==> config.mk <==
export PLATFORM = sky130hd
export DESIGN_NAME = func_tt_sweeper
export DESIGN_NICKNAME = d
export VERILOG_FILES = /design/src/rtl/func_tt_sweeper.sv
export SDC_FILE = /design/constraint.sdc
export NUM_CORES = 1
export LEC_CHECK = 0
export ABC_AREA = 1
export CORE_UTILIZATION = 51
export DETAILED_ROUTE_END_ITERATION = 7
export GPL_ROUTABILITY_DRIVEN = 0
export PLACE_DENSITY = 0.86
export SLEW_MARGIN = 5
export SYNTH_ARGS = -nofsm -noshare
export SYNTH_HDL_FRONTEND = slang
export SYNTH_SLANG_ARGS = --single-unit
==> constraint.sdc <==
create_clock -name clk -period 1.83 [get_ports clk]
set_input_delay 0.366 -clock clk [delete_from_list [all_inputs] [get_ports clk]]
set_output_delay 0.366 -clock clk [all_outputs]
set_load 0.005 [all_outputs]
==> src/rtl/func_tt_sweeper.sv <==
// func_tt_sweeper: walks a 4-input combinational function block through all
// 16 input vectors in ascending order. After each vector has settled, F is
// sampled into a truth table. The table is scored against a golden mask that
// is latched when the sweep starts.
//
// Handshake: start is a level request with no ready output. It is accepted
// only on a rising edge where the FSM is in IDLE. While busy is high (which
// includes the done cycle), start is ignored and is not queued. Holding start
// high re-launches a sweep on the first IDLE cycle after done.
module func_tt_sweeper #(
  parameter int SETTLE_CYCLES = 2
) (
  input  logic        clk,
  input  logic        rst_n,
  input  logic        start,
  input  logic [15:0] expected,
  output logic [3:0]  abcd_out,
  input  logic        f_in,
  output logic        busy,
  output logic        done,
  output logic [15:0] truth_table,
  output logic [4:0]  mismatch_cnt,
  output logic [3:0]  first_err,
  output logic        err_valid,
  output logic        pass,
  output logic [1:0]  state_dbg_o
);

  localparam logic [1:0] ST_IDLE   = 2'd0;
  localparam logic [1:0] ST_SETTLE = 2'd1;
  localparam logic [1:0] ST_SAMPLE = 2'd2;
  localparam logic [1:0] ST_DONE   = 2'd3;

  // With no settle window, every vector goes straight to SAMPLE.
  localparam bit         NO_SETTLE   = (SETTLE_CYCLES == 0);
  localparam logic [3:0] SETTLE_LAST = NO_SETTLE ? 4'd0 : 4'(SETTLE_CYCLES - 1);
  localparam logic [1:0] ST_VECTOR   = NO_SETTLE ? ST_SAMPLE : ST_SETTLE;

  logic [1:0]  state_q, state_d;
  logic [3:0]  cnt_q,   cnt_d;
  logic [3:0]  idx_q,   idx_d;
  logic [15:0] exp_q,   exp_d;
  logic [15:0] tt_q,    tt_d;
  logic [4:0]  mis_q,   mis_d;
  logic [3:0]  ferr_q,  ferr_d;
  logic        errv_q,  errv_d;
  logic        pass_q,  pass_d;
  logic        miss;

  // Sampled F disagrees with the latched golden bit for the current vector.
  assign miss = (f_in != exp_q[idx_q]);

  // Next-state and result update logic for the sweep sequencer.
  always_comb begin
    state_d = state_q;
    cnt_d   = cnt_q;
    idx_d   = idx_q;
    exp_d   = exp_q;
    tt_d    = tt_q;
    mis_d   = mis_q;
    ferr_d  = ferr_q;
    errv_d  = errv_q;
    pass_d  = pass_q;
    case (state_q)
      ST_IDLE: begin
        if (start) begin
          exp_d   = expected;
          tt_d    = 16'd0;
          mis_d   = 5'd0;
          ferr_d  = 4'd0;
          errv_d  = 1'b0;
          pass_d  = 1'b0;
          idx_d   = 4'd0;
          cnt_d   = 4'd0;
          state_d = ST_VECTOR;
        end
      end
      ST_SETTLE: begin
        if (cnt_q == SETTLE_LAST) begin
          cnt_d   = 4'd0;
          state_d = ST_SAMPLE;
        end else begin
          cnt_d = cnt_q + 4'd1;
        end
      end
      ST_SAMPLE: begin
        tt_d[idx_q] = f_in;
        if (miss) begin
          mis_d = mis_q + 5'd1;
          if (!errv_q) begin
            ferr_d = idx_q;
            errv_d = 1'b1;
          end
        end
        if (idx_q == 4'd15) begin
          // Pass must include the final sample, so do not use mis_q alone.
          pass_d  = !miss && (mis_q == 5'd0);
          state_d = ST_DONE;
        end else begin
          idx_d   = idx_q + 4'd1;
          state_d = ST_VECTOR;
        end
      end
      ST_DONE: begin
        state_d = ST_IDLE;
      end
      default: begin
        state_d = ST_IDLE;
      end
    endcase
  end

  // State and result registers; async reset clears every output immediately.
  always_ff @(posedge clk or negedge rst_n) begin
    if (!rst_n) begin
      state_q <= ST_IDLE;
      cnt_q   <= 4'd0;
      idx_q   <= 4'd0;
      exp_q   <= 16'd0;
      tt_q    <= 16'd0;
      mis_q   <= 5'd0;
      ferr_q  <= 4'd0;
      errv_q  <= 1'b0;
      pass_q  <= 1'b0;
    end else begin
      state_q <= state_d;
      cnt_q   <= cnt_d;
      idx_q   <= idx_d;
      exp_q   <= exp_d;
      tt_q    <= tt_d;
      mis_q   <= mis_d;
      ferr_q  <= ferr_d;
      errv_q  <= errv_d;
      pass_q  <= pass_d;
    end
  end

  // The vector index drives the function block directly, so it holds 15 after a sweep.
  assign abcd_out     = idx_q;
  assign busy         = (state_q != ST_IDLE);
  assign done         = (state_q == ST_DONE);
  assign truth_table  = tt_q;
  assign mismatch_cnt = mis_q;
  assign first_err    = ferr_q;
  assign err_valid    = errv_q;
  assign pass         = pass_q;
  assign state_dbg_o  = state_q;

endmodule

-- Yosys cells after proc, flatten, opt, wreduce, memory -nomap -nowiden
Cells that the tools add are included.
- register bits after elaboration: 53
- add/sub/neg operators: 3
- $lt $le $gt $ge: 2
- equal/unequal tests: 12
- muxes and demuxes: 27
- reduce and logical (&&, ||, !) cells: 16
- operators with widths (kind ; number):
    one-hot mux 16 bit (2 select lines) ; 1
    one-hot mux 4 bit (2 select lines) ; 3
    two-way mux 4 bit ; 5
    bitwise mux 16 bit ; 1
    two-way mux 16 bit ; 1
    inequality test 2 bit, second input constant ; 6
    two-way mux 5 bit ; 2
    one-hot mux 5 bit (2 select lines) ; 1
    AND reduction 3 bit ; 3
    adder 4 x 1 -> 4 bit, second input constant ; 2
    one-hot mux 2 bit (4 select lines) ; 1
    AND reduction 2 bit ; 4
    two-way mux 2 bit ; 3
    nonzero test 2 bit ; 3
    adder 5 x 1 -> 5 bit, second input constant ; 1
    zero test 5 bit ; 1
    < comparator 4 x 5 -> 1 bit, second input constant ; 1
    two-way mux 1 bit ; 5
    binary-select mux 1 bit (select 4 bit) ; 1
    demux 1 bit (select 4 bit) ; 1
    == test 2 bit, second input constant ; 2
    == test 4 x 1 -> 1 bit, second input constant ; 1
    == test 4 bit, second input constant ; 1
    greater-or-equal comparator 4 x 1 -> 1 bit, second input constant ; 1
    other kinds (7) ; 9

-- Logic depth before layout (Yosys ltp)
- depth after elaboration: 7
- gate-level depth with buffers: 14
- mapped depth without buffers: 13

-- Worst setup path before layout
No wires, ideal clock.
- path kind: flip-flop to flip-flop
- start point: reg idx_q[0], in the netlist abcd_out[0]
- end point: reg mis_q[2], in the netlist mismatch_cnt[2]
- setup time: 118 ps
- arrival: 1342 ps
- slack: 371 ps
- stages on the path, launching flop included: 14
- buffers on the path: 1
- clock period less this slack: 1459 ps
- cell sequence: dfrtp_1 buf_4 nand2_1 nand3_1 nand2_1 nand2_1 nand2_1 inv_1 nand2_1 nand2_2 nand2_4 nand2_4 nand3_1 nand2_1
- cells in the longest elaborated chain, start to end: 5
- ends and longest elaborated chain (element ; RTL line ; text):
    start: declaration ; 41 ; logic [3:0] idx_q, idx_d;
    start signal: assignment ; 128 ; idx_q <= idx_d;
    binary-select mux 1 bit (select 4 bit) ; 51 ; assign miss = (f_in != exp_q[idx_q]);
    two-way mux 1 bit (not written as such) ; 51 ;
    inequality test 1 bit ; 51 ;
    inequality test 2 bit (no source line) ; n/a ;
    AND reduction 3 bit (no source line) ; n/a ;
    end signal: assignment ; 131 ; mis_q <= mis_d;
    end: declaration ; 44 ; logic [4:0] mis_q, mis_d;
Every way passes these cells. The select of a mux whose other input is x is not followed.
A chain may end at the register's enable or synchronous reset.

-- Final worst setup path
- start point: reg idx_q[1], in the netlist abcd_out[1]
- end point: out abcd_out[1]
- RTL lines (element ; RTL line ; text):
    end: declaration ; 17 ; output logic [3:0] abcd_out,
No word-level cell between the ends.

==> metrics.md <==
| Metric | Value |
|---|---|
| RSZ-0062 raised after global routing | `no` |
| Final max-slew violation count | `0` |
| Placed inst area | `3290 µm²` |
| Vias in the first global route | `2263` |
| Class of the worst hold path | `primary input to async pin` |
| Largest net degree at the start of global routing | `54` |
| Worst setup path startpoint | `abcd_out[1]` |
| Most frequent cell after synthesis | `nand2_1` |
| Leakage power | `roughly 1.7 nW` |
| Nets | `423` |
| Yosys warns | `0` |
| Critical path class | `register to output port` |
| Clk sink count | `53` |
| PortBufs | `54` |
| Worst reg2reg path endpoint | `mismatch_cnt[1]` |
| Postcts setup bufs | `0` |
| CP max FO | `6` |
| Layout cells sized above 1 | `under 10%` |
| Wirelength, routed | `about 5.7 mm` |
| Core area | `4850 µm²` |
| Total Neg Setup Slack | `0 ns` |
| Post-synthesis cell type count | `25` |
| Drc violations | `0` |
| Die width | `~74 µm` |
| Via count | `2346` |
| FILL cells | `391` |
| Clock root buffer | `clkbuf_8` |
| CP Capture Type | `output port` |
| Main area contributors after synthesis | `dfrtp_1 (50%), nand2_1 (13%), inv_1 (6.8%)` |
| Final hold vios | `0` |
| Synthesized flop and latch total | `53` |
| Die Span Y | `73.9 µm` |
| DIE AREA | `5460 µm²` |
| CTS Buffer Depth | `2` |
| Top post-synthesis cells by count | `nand2_1 (93), dfrtp_1 (53), inv_1 (48), o21ai_0 (32), nand3_1 (29)` |
| Final min period | `1.77 ns` |
| Post-DP HPWL | `4.18 mm` |
| CTS tree | `built` |
| Crit path to | `abcd_out[1]` |
| Async set-reset flop share out of synthesis | `100%` |
| Iter 0 DRT Violations | `around 270` |
| Via density | `5.07` |
| Initial Util | `between 50% and 60%` |
| Synth-to-layout area growth | `29.0%` |
| Fin Clk Skew | `just under 0.01 ns` |
| Relative slew slack | `between 70% and 80%` |
| Overall power | `0.00408 W` |
| Fin crit share | `~97%` |
| Fmax achieved | `0.566 GHz` |
| Worst-Margin Slew | `0.395 ns` |
| Synth area leader | `dfrtp_1` |
| Reg-to-reg startpoint | `abcd_out[2]` |
| Peak supply drop | `0.673 mV` |
| Hold-fix buffers, CTS | `0` |
| ANT nets after route | `0` |
| Antenna violations before repair | `0` |
| Drt pass-1 iters | `4` |
| Max_cap viols | `0` |
| Register area share after synthesis | `50.3%` |
| Post-Syn Area | `2640 µm²` |
| Reg2Reg Depth | `11` |
| Number of enable flip-flop cells after synthesis | `0` |
| Cells after synthesis | `approximately 330` |
| Outcome | `completed` |
| Gr ovfl total | `0` |
| Wire per inst | `12.3 µm` |
| Yosys top cell area share | `between 50% and 60%` |
| H-tree depth | `2` |
| Row count | `25` |
| IO Count | `55` |
| CP Launch Type | `register` |
| FF-to-FF setup slack | `0.16 ns` |
| Setup violators final | `0` |
| Diodes inserted | `0` |
| CP Data Required Time | `1.46 ns` |
| PwrDens | `1200 nW/µm²` |
| Design Area, Final | `3400 µm²` |
| Worst skew pair latency | `0.30 ns` |
| Synth Flop Type | `dfrtp_1` |
| First-pass GRT wire length | `9.78 mm` |
| Mapped Nets | `between 300 and 400` |
| GRT Util Overall | `between 20% and 30%` |
| Data arrival, critical path | `1.40 ns` |
| CTS buffer count | `5` |
| Avg Inst Size Synth | `7.92 µm²` |
| Reg clk slew, reported paths | `about 0.090 ns` |
-- cells by family after synthesis --
logic type	synth area share [%]
xor gates and xnor gates	1.66
buffers and inverters	9.40
AOI/OAI and AO/OA	9.21
adders and majority gates	3.80
DFF	50.3
and+or+nand+nor	25.6
-- power breakdown --
part / total [W] / leakage, nW / switching, W / internal, W
registers: 0.00164 / 0.704 / 0.000171 / 0.00147
clock network: 0.000702 / 0.0542 / 0.000360 / 0.000342
logic: 0.00174 / 0.982 / 0.00106 / 0.000681
-- how the worst min path moves through the flow --
| stage | startpoint | endpoint | slack [ns] |
|---|---|---|---|
| floorplan | rst_n | abcd_out[0] | 0.07 |
| global placement | rst_n | mismatch_cnt[2] | 0.38 |
| detailed placement | rst_n | mismatch_cnt[3] | 0.38 |
| CTS | rst_n | truth_table[14] | 0.05 |
| global route | rst_n | exp_q[2] | 0.07 |
| finish | rst_n | mismatch_cnt[1] | 0.03 |
-- per-stage QoR --
step | util (%) | hold WS (ns) | worst slack (ns) | instances
after floorplan | - | 0.0704 | 0.371 | 333
after global placement | 67.9 | 0.377 | 0.259 | 455
after detailed placement | 67.9 | 0.381 | 0.245 | 455
after CTS | 70.0 | 0.0542 | 0.00646 | 463
after global routing | 70.2 | 0.0726 | 0.0133 | 463
final | 70.2 | 0.0347 | 0.0621 | 463
-- layer usage --
metal  track usage, %  part of all wire (%)  vias up
met5                0                     0        -
met4             7.69                  0.86        0
met3             4.53                   5.4        6
met2             39.2                    50       70
met1             31.0                    44     1099
li1                 -                     -     1171
-- cell usage in the layout, fill, tap and decap left out --
master and n:
nand2_1 93, dfrtp_1 52, clkdlybuf4s50_1 52, inv_1 48, o21ai_0 32, nand3_1 29, nor2_1 16, a21oi_1 13
buf_4 9, ha_1 8, clkbuf_8 7, nor3_1 5, inv_2 4, nand2_2 4, xor2_1 4, nand4_1 4
nor2_2 3, o22ai_1 2, nand2_4 2, clkinv_1 1, nand3b_1 1, o21ai_1 1, xnor2_1 1, dfrtp_2 1
clkinv_2 1, buf_2 1, dlymetal6s2s_1 1, buf_12 1
-- area by class of cell --
| cell class | count | area [µm²] | area share, % |
|---|---|---|---|
| Multi-Input combinational cell | 218 | 1060 | 31.3 |
| Clock buffer | 7 | 96.3 | 2.83 |
| Tap cell | 67 | 83.8 | 2.46 |
| Inverter | 53 | 199 | 5.85 |
| Clock inverter | 1 | 5.00 | 0.147 |
| Sequential cell | 53 | 1330 | 39.0 |
| Timing Repair Buffer | 64 | 626 | 18.4 |
-- worst max-delay path, cell delays in order (launching register included) --
cell             delay (ns)
dfrtp_2                0.43
buf_4                  0.17
clkdlybuf4s50_1        0.50
-- what timing repair did --
item,in CTS,in global routing
hold endpoints to repair,0,0
resized for setup,0,3
setup endpoints to repair,0,3
-- state kept, by name, indices dropped and copies added, names as in the netlist --
register,flops
exp_q,16
truth_table,16
err_valid,1
pass,1
cnt_q,4
mismatch_cnt,5
state_dbg_o,2
abcd_out,4
first_err,4
No activity file was read; power rests on OpenSTA's default activity.
